===== src/rtl/seq_divider_if.sv =====
// Operand/result bundle between the CPU datapath (master) and the
// multicycle signed divider (slave).
interface seq_divider_if #(
    parameter int WIDTH = 32
);
    logic             start;
    logic [WIDTH-1:0] a_in;
    logic [WIDTH-1:0] b_in;
    logic             busy;
    logic             done;
    logic             div_zero;
    logic [WIDTH-1:0] hi_out;
    logic [WIDTH-1:0] lo_out;

    modport master (
        output start, a_in, b_in,
        input  busy, done, div_zero, hi_out, lo_out
    );

    modport slave (
        input  start, a_in, b_in,
        output busy, done, div_zero, hi_out, lo_out
    );
endinterface


===== src/rtl/seq_divider.sv =====
// Multicycle signed restoring divider (MIPS div semantics): one quotient bit
// per cycle on operand magnitudes, signs applied in a final fix-up cycle.
module seq_divider #(
    parameter int WIDTH = 32,
    parameter int CNT_W = 6
) (
    input logic        clk,
    input logic        reset,
    seq_divider_if.slave bus
);

    typedef enum logic [1:0] {IDLE, RUN, FIX, DONE} state_t;

    state_t           state;
    logic [WIDTH-1:0] quo;
    logic [WIDTH-1:0] rem;
    logic [WIDTH-1:0] divisor;
    logic [CNT_W-1:0] cnt;
    logic             sign_q;
    logic             sign_r;
    logic             zero_flag;

    logic [WIDTH-1:0] a_mag;
    logic [WIDTH-1:0] b_mag;
    logic [WIDTH:0]   rem_shift;
    logic             trial_ge;
    logic [WIDTH-1:0] trial_diff;

    // The most negative operand maps to its own bit pattern, which is the
    // correct magnitude once treated as unsigned.
    always_comb begin
        a_mag      = bus.a_in[WIDTH-1] ? -bus.a_in : bus.a_in;
        b_mag      = bus.b_in[WIDTH-1] ? -bus.b_in : bus.b_in;
        rem_shift  = {rem, quo[WIDTH-1]};
        trial_ge   = (rem_shift >= {1'b0, divisor});
        trial_diff = rem_shift[WIDTH-1:0] - divisor;
    end

    always_ff @(posedge clk or negedge reset) begin
        if (!reset) begin
            state        <= IDLE;
            quo          <= '0;
            rem          <= '0;
            divisor      <= '0;
            cnt          <= '0;
            sign_q       <= 1'b0;
            sign_r       <= 1'b0;
            zero_flag    <= 1'b0;
            bus.busy     <= 1'b0;
            bus.done     <= 1'b0;
            bus.div_zero <= 1'b0;
            bus.hi_out   <= '0;
            bus.lo_out   <= '0;
        end else begin
            case (state)
                IDLE: begin
                    bus.done     <= 1'b0;
                    bus.div_zero <= 1'b0;
                    if (bus.start) begin
                        if (bus.b_in == '0) begin
                            zero_flag <= 1'b1;
                            state     <= DONE;
                        end else begin
                            quo       <= a_mag;
                            divisor   <= b_mag;
                            rem       <= '0;
                            cnt       <= '0;
                            sign_q    <= bus.a_in[WIDTH-1] ^ bus.b_in[WIDTH-1];
                            sign_r    <= bus.a_in[WIDTH-1];
                            zero_flag <= 1'b0;
                            bus.busy  <= 1'b1;
                            state     <= RUN;
                        end
                    end
                end
                RUN: begin
                    // quo doubles as the dividend shift register: its MSB
                    // feeds the remainder while quotient bits enter at the LSB.
                    rem <= trial_ge ? trial_diff : rem_shift[WIDTH-1:0];
                    quo <= {quo[WIDTH-2:0], trial_ge};
                    cnt <= cnt + 1'b1;
                    if (cnt == CNT_W'(WIDTH - 1)) begin
                        state <= FIX;
                    end
                end
                FIX: begin
                    bus.lo_out <= sign_q ? -quo : quo;
                    bus.hi_out <= sign_r ? -rem : rem;
                    state      <= DONE;
                end
                DONE: begin
                    bus.done     <= 1'b1;
                    bus.div_zero <= zero_flag;
                    bus.busy     <= 1'b0;
                    state        <= IDLE;
                end
                default: state <= IDLE;
            endcase
        end
    end

endmodule


===== src/flat_wrapper.sv =====
// flat-port wrapper written by rule: the top's interface ports become plain ports
module seq_divider_flat 
#(
    parameter int WIDTH = 32,
    parameter int CNT_W = 6
)
  (clk, reset, bus_start, bus_a_in, bus_b_in, bus_busy, bus_done, bus_div_zero, bus_hi_out, bus_lo_out);
  seq_divider_if #(.WIDTH(WIDTH)) bus_i ();
  input logic clk;
  input logic reset;
  input wire logic [$bits(bus_i.start)-1:0] bus_start;
  input wire logic [$bits(bus_i.a_in)-1:0] bus_a_in;
  input wire logic [$bits(bus_i.b_in)-1:0] bus_b_in;
  output wire logic [$bits(bus_i.busy)-1:0] bus_busy;
  output wire logic [$bits(bus_i.done)-1:0] bus_done;
  output wire logic [$bits(bus_i.div_zero)-1:0] bus_div_zero;
  output wire logic [$bits(bus_i.hi_out)-1:0] bus_hi_out;
  output wire logic [$bits(bus_i.lo_out)-1:0] bus_lo_out;
  assign bus_i.start = bus_start;
  assign bus_i.a_in = bus_a_in;
  assign bus_i.b_in = bus_b_in;
  assign bus_busy = bus_i.busy;
  assign bus_done = bus_i.done;
  assign bus_div_zero = bus_i.div_zero;
  assign bus_hi_out = bus_i.hi_out;
  assign bus_lo_out = bus_i.lo_out;
  seq_divider #(.WIDTH(WIDTH), .CNT_W(CNT_W)) u_core (.clk(clk), .reset(reset), .bus(bus_i));
endmodule

===== config.mk =====
export PLATFORM = sky130hd
export DESIGN_NAME = seq_divider_flat
export DESIGN_NICKNAME = d
export VERILOG_FILES = /design/src/rtl/seq_divider_if.sv /design/src/rtl/seq_divider.sv /design/src/flat_wrapper.sv
export SDC_FILE = /design/constraint.sdc
export NUM_CORES = 1
export LEC_CHECK = 0
export BUFFER_PORTS_ARGS = -buffer_cell sky130_fd_sc_hd__buf_2
export CORE_ASPECT_RATIO = 0.75
export CORE_MARGIN = 4
export CORE_UTILIZATION = 45
export DETAILED_ROUTE_END_ITERATION = 12
export GPL_TIMING_DRIVEN = 0
export PLACE_DENSITY = 0.64
export SLEW_MARGIN = 20
export SYNTH_ARGS = -nofsm -noshare
export SYNTH_HDL_FRONTEND = slang
export SYNTH_SLANG_ARGS = --single-unit

===== constraint.sdc =====
create_clock -name clk -period 4.8 [get_ports clk]
set_clock_uncertainty 0.15 [all_clocks]
set_input_delay 0.72 -clock clk [delete_from_list [all_inputs] [get_ports clk]]
set_output_delay 0.72 -clock clk [all_outputs]
set_load 0.1 [all_outputs]

* Yosys cells after proc, flatten, opt, wreduce, memory -nomap -nowiden
Index checks and enable logic that the tools add are counted.
Operators by class: $lt $le $gt $ge 1, reduce and logical (&&, ||, !) cells 9, mux-type cells 24, bitwise gates (word level) 2, shift-type cells 0, equal/unequal tests 7, divide/modulo/power cells 0, multiply operators 0, $add $sub $neg 6
Operators by type and width (number):
- $mux W32 | 9
- $neg A32 Y32 | 4
- $pmux W32 S2 | 2
- $ge A33 B32 Y1 | 1
- $logic_not A32 Y1 | 1
- $sub A32 B32 Y32 | 1
- $mux W6 | 2
- $pmux W6 S2 | 1
- $reduce_and A3 Y1 | 3
- $pmux W2 S4 | 1
- $add A6 B1 Y6 const B | 1
- $eq A6 B5 Y1 const B | 1
- $mux W2 | 3
- $pmux W1 S2 | 3
- $eq A2 B2 Y1 const B | 2
- $ne A2 B2 Y1 const B | 2
- $reduce_and A2 Y1 | 2
- $reduce_bool A2 Y1 | 2
- $mux W1 | 3
- $eq A2 B1 Y1 const B | 1
- $logic_not A2 Y1 | 1
- $ne A2 B1 Y1 const B | 1
- $not A1 Y1 | 1
- $xor A1 B1 Y1 | 1
Word-level totals: bits in read-only memories 0, word-level logic and storage cells 62, memory bits (writable) 0, input port bits 67, memories 0, register bits 174, bits in latches 0

* Longest topological paths before layout
depth in word-level cells 5, depth in mapped cells 13

* Least setup slack after synthesis
Ideal clock, no wire load.
path kind in2reg, start point in bus_b_in[6], end point reg u_core.rem[20], data arrival time 3.063 ns, required time 4.517 ns, stages on the path 10, setup slack 1.454 ns, path through or4_1 nor4b_2 nand4b_1 nor4_2 o21ai_0 and2_1 clkbuf_1 clkbuf_1 a32oi_1 o21ai_0
On the way: cells in the longest elaborated chain, start to end 3
Ends and longest elaborated chain:
- start, declared | line flat_wrapper.sv:13 | input wire logic [$bits(bus_i.b_in)-1:0] bus_b_in;
- $logic_not A32 Y1 | line seq_divider.sv:60 | if (bus.b_in == '0) begin
- $ne A2 B2 Y1 (no source line)
- $reduce_and A3 Y1 (no source line)
- end signal, assigned | line seq_divider.sv:79 | rem <= trial_ge ? trial_diff : rem_shift[WIDTH-1:0];
- end, declared | line seq_divider.sv:16 | logic [WIDTH-1:0] rem;
No other way between the ends. A chain may end at the register's enable or synchronous reset.

* Worst setup path after layout
start point reg u_core.rem[13], end point reg u_core.rem[24]
On the way: cells in the longest elaborated chain, start to end 3
Ends and longest elaborated chain:
- $sub A32 B32 Y32 / $ge A33 B32 Y1 (equally long branches) | line seq_divider.sv:36, seq_divider.sv:35
- $mux W32 * | line seq_divider.sv:79
- $pmux W32 S2 * | line seq_divider.sv:55 | case (state)
Mark *: on every way between the ends. The rest lies on a longest branch, timed or not.

==> results.md <==
### Clock network
* 4 — maximum level of the CTS H-tree
* yes — CTS tree
* 0 — Post-CTS Resized
* 0.44 ns — clock latency on the worst-skew pair
* 0.07 ns — Reg clk slew, reported paths
* 174 — CTS Sinks
* sky130_fd_sc_hd__clkbuf_16 — clock tree root buffer cell
* 2 — maximum clock insertion buffer count
* 17 — TritonCTS buffer count
* 0 — hold bufs inserted after CTS
* 0 — post-CTS setup-driven buffer insertion count

### Placed design
* 0.9243 — final weighted congestion in routability-driven placement
* 26.59 mm — detailed-placement wirelength estimate
* 133 — PortBufs

### Synthesis
* 174 x sky130_fd_sc_hd__dfrtp_1, 156 x sky130_fd_sc_hd__nand2_1, 147 x sky130_fd_sc_hd__o21ai_0 — commonest cells in the netlist
* 11210 µm² — Mapped Area
* 100.0% — share of flip-flops with an asynchronous set or reset after synthesis
* 0 — Post-synth EDFFs
* 0 — number of warnings reported in the yosys synthesis log
* 8.504 µm² — Synth Area per Inst
* 1428 — net count after synthesis
* sky130_fd_sc_hd__dfrtp_1 — most frequently used flop master after synthesis
* 174 — synthesis-stage register bit count
* 38.85% — sequential cell area fraction in the yosys report
* sky130_fd_sc_hd__dfrtp_1 — cell with the most instances after synthesis
* 38.85% — portion of synthesized cell area occupied by the leading cell type
* sky130_fd_sc_hd__dfrtp_1 — cell type with the largest total area after synthesis
* 1318 — Gate Count Post-Synth
* 62 — number of distinct library cells after synthesis
* sky130_fd_sc_hd__dfrtp_1 39%, sky130_fd_sc_hd__xor2_1 8.3%, sky130_fd_sc_hd__o21ai_0 6.6%, sky130_fd_sc_hd__a21oi_1 5.5%, sky130_fd_sc_hd__nand2_1 5.2% — top cells by area in the synthesized netlist

### Cells and area
* 53.45% — Final Core Density
* 13.20% — layout cells sized above 1
* 0 — antenna fix cells
* 1582 — final layout net count
* 15.48% — growth of design area from synthesis to finish

### Timing
* 30.31% — Slew Limit Headroom
* 0 — Hold Vio Cnt, Final
* 4.289 ns — post-layout minimum cycle time
* 0.2331 GHz — timing-limited maximum frequency
* 89.36% — period utilisation layout
* 0 — final number of setup-violating endpoints
* false — setup repair after global routing missed its margin
* 1.045 ns — pin slew with the least headroom to its limit
* 0 — final count of pins violating max slew

### Drt
* 0 — antenna-violating nets left
* 34.17 mm — WL final
* 969 — first-iteration detailed-routing DRC count
* 10.30k — total number of vias
* 18.81 µm — average wire per cell in the routed design
* 7 — DR pass1 iterations
* 5.672 — vias per inst
* 0 — final routed DRC violation total

### Setup path
* 4.43 ns — critical path data arrival time
* 11 — path depth of the worst reg2reg path
* reg -> reg — Worst Setup Path Type
* flip-flop — Setup crit end kind
* u_core.rem[13]$_DFFE_PN0P_ — R2R Path Start
* u_core.rem[24]$_DFFE_PN0P_ — R2R Path End
* 0.51 ns — r2r setup slk
* 4.94 ns — required time at the endpoint of the critical path
* flip-flop — type of origin of the critical path
* 10 — maximum net fanout on the critical path

### Floorplanning
* 49 — row count
* 46.28% — initial standard-cell utilization of the core
* 190.2 µm — horizontal die dimension
* 24220 µm² — area of the core region
* 27520 µm² — area of the die
* 134 — I/O Pins
* 144.7 µm — Die Span Y

### Global routing
* 24.95% — overall fraction of global-route tracks in use
* 54.19 mm — first-pass GRT wire length
* 73 — pin count of the biggest net entering global routing
* 9504 — number of global-route vias before repair
* 0 — number of antenna violations at the first check in global routing
* 0 — overall overflow remaining after global route

### Job
* 0 — max-cap check violation count

### Run status
* finished clean — status

### Min path
* in -> async — hold crit path type

-- stage by stage --
step	hold slack (ns)	setup TNS [ns]	area, µm²	cells	worst slack, ns
floorplan	0.2744	0	11210	1318	1.454
global placement	0.3133	-2.236	12290	1782	-0.03054
detailed placement	0.3254	0	12350	1784	0.3800
CTS	0.01530	0	12940	1816	0.5952
global route	0.02897	0	12940	1816	0.2686
finish	0.01327	0	12940	1816	0.5107
-- flip-flops by register name (all words and copies together), names as in the netlist, 2 cells and up --
signal and flops:
u_core.bus.lo_out 32, u_core.cnt 6, u_core.bus.hi_out 32, u_core.state 2
u_core.quo 32, u_core.divisor 32, u_core.rem 32
-- cells by family (layout without fill, tap and decap cells) --
group,after synthesis,count (layout),synth area share (%)
compound gates,396,396,21.02
xor+xnor,150,150,11.72
fa+ha+maj,43,43,4.867
buf+inv,123,290,4.186
flops,174,174,38.85
mux,28,28,2.545
simple gates,404,404,16.81
-- metal layers --
| layer | part of all wire (%) | vias to the layer above | track usage [%] |
|---|---|---|---|
| li1 | - | 4989 | - |
| met1 | 52 | 4912 | 41.45 |
| met2 | 39 | 373 | 33.16 |
| met3 | 7.8 | 27 | 4.988 |
| met4 | 0.78 | 0 | 4.571 |
| met5 | 0 | - | 0 |
-- worst max-delay path: stages, from the launching register on --
cell and delay [ns]:
sky130_fd_sc_hd__dfrtp_1 0.50, sky130_fd_sc_hd__ha_1 0.43, sky130_fd_sc_hd__and4_1 0.28, sky130_fd_sc_hd__and4_1 0.24
sky130_fd_sc_hd__a21boi_0 0.12, sky130_fd_sc_hd__a311oi_1 0.53, sky130_fd_sc_hd__a211o_1 0.22, sky130_fd_sc_hd__o41ai_1 0.10
sky130_fd_sc_hd__a21oi_1 0.66, sky130_fd_sc_hd__nand2b_1 0.21, sky130_fd_sc_hd__clkbuf_1 0.49, sky130_fd_sc_hd__o21ai_0 0.20
-- worst max path at each step --
stage,from,end,slack (ns),cells past startpoint
after CTS,u_core.rem[13]$_DFFE_PN0P_,u_core.rem[23]$_DFFE_PN0P_,0.60,11
after global placement,reset,u_core.bus.lo_out[14]$_DFFE_PN0P_,-0.03,1
after global routing,u_core.rem[2]$_DFFE_PN0P_,u_core.rem[23]$_DFFE_PN0P_,0.27,11
final,u_core.rem[13]$_DFFE_PN0P_,u_core.rem[24]$_DFFE_PN0P_,0.51,11
after floorplan,bus_b_in[6],u_core.rem[20]$_DFFE_PN0P_,1.45,10
after detailed placement,bus_b_in[18],u_core.rem[26]$_DFFE_PN0P_,0.38,11
-- placed cells by master, fill, tap and decap left out, drive strengths merged, types with 6 or more instances in the layout --
cell type and instances:
xnor2 44, o21ai 147, clkbuf 69, ha 42, a21oi 124, nor3 16, o31ai 40, a32oi 11
nor2b 8, xor2 106, nor4 12, dfrtp 174, a21o 15, nor2 122, nand3 22, or3 12
inv 60, buf 151, a31oi 6, mux2i 24, or4 21, nand4 6, clkinv 6, nand2 156
o41ai 21
-- cell type report --
type	instances	area, µm²
inverters	57	214.0
flip-flops and latches	174	4354
fillers	2342	11270
clock inverters	13	137.6
multi-input cells	1021	6385
plain buffers	66	255.2
repair buffers	135	730.7
clock buffers	19	452.9
well taps	331	414.1
Power is not shown: default switching activity piles up to over one toggle a cycle in this logic, so the estimate is an artifact.
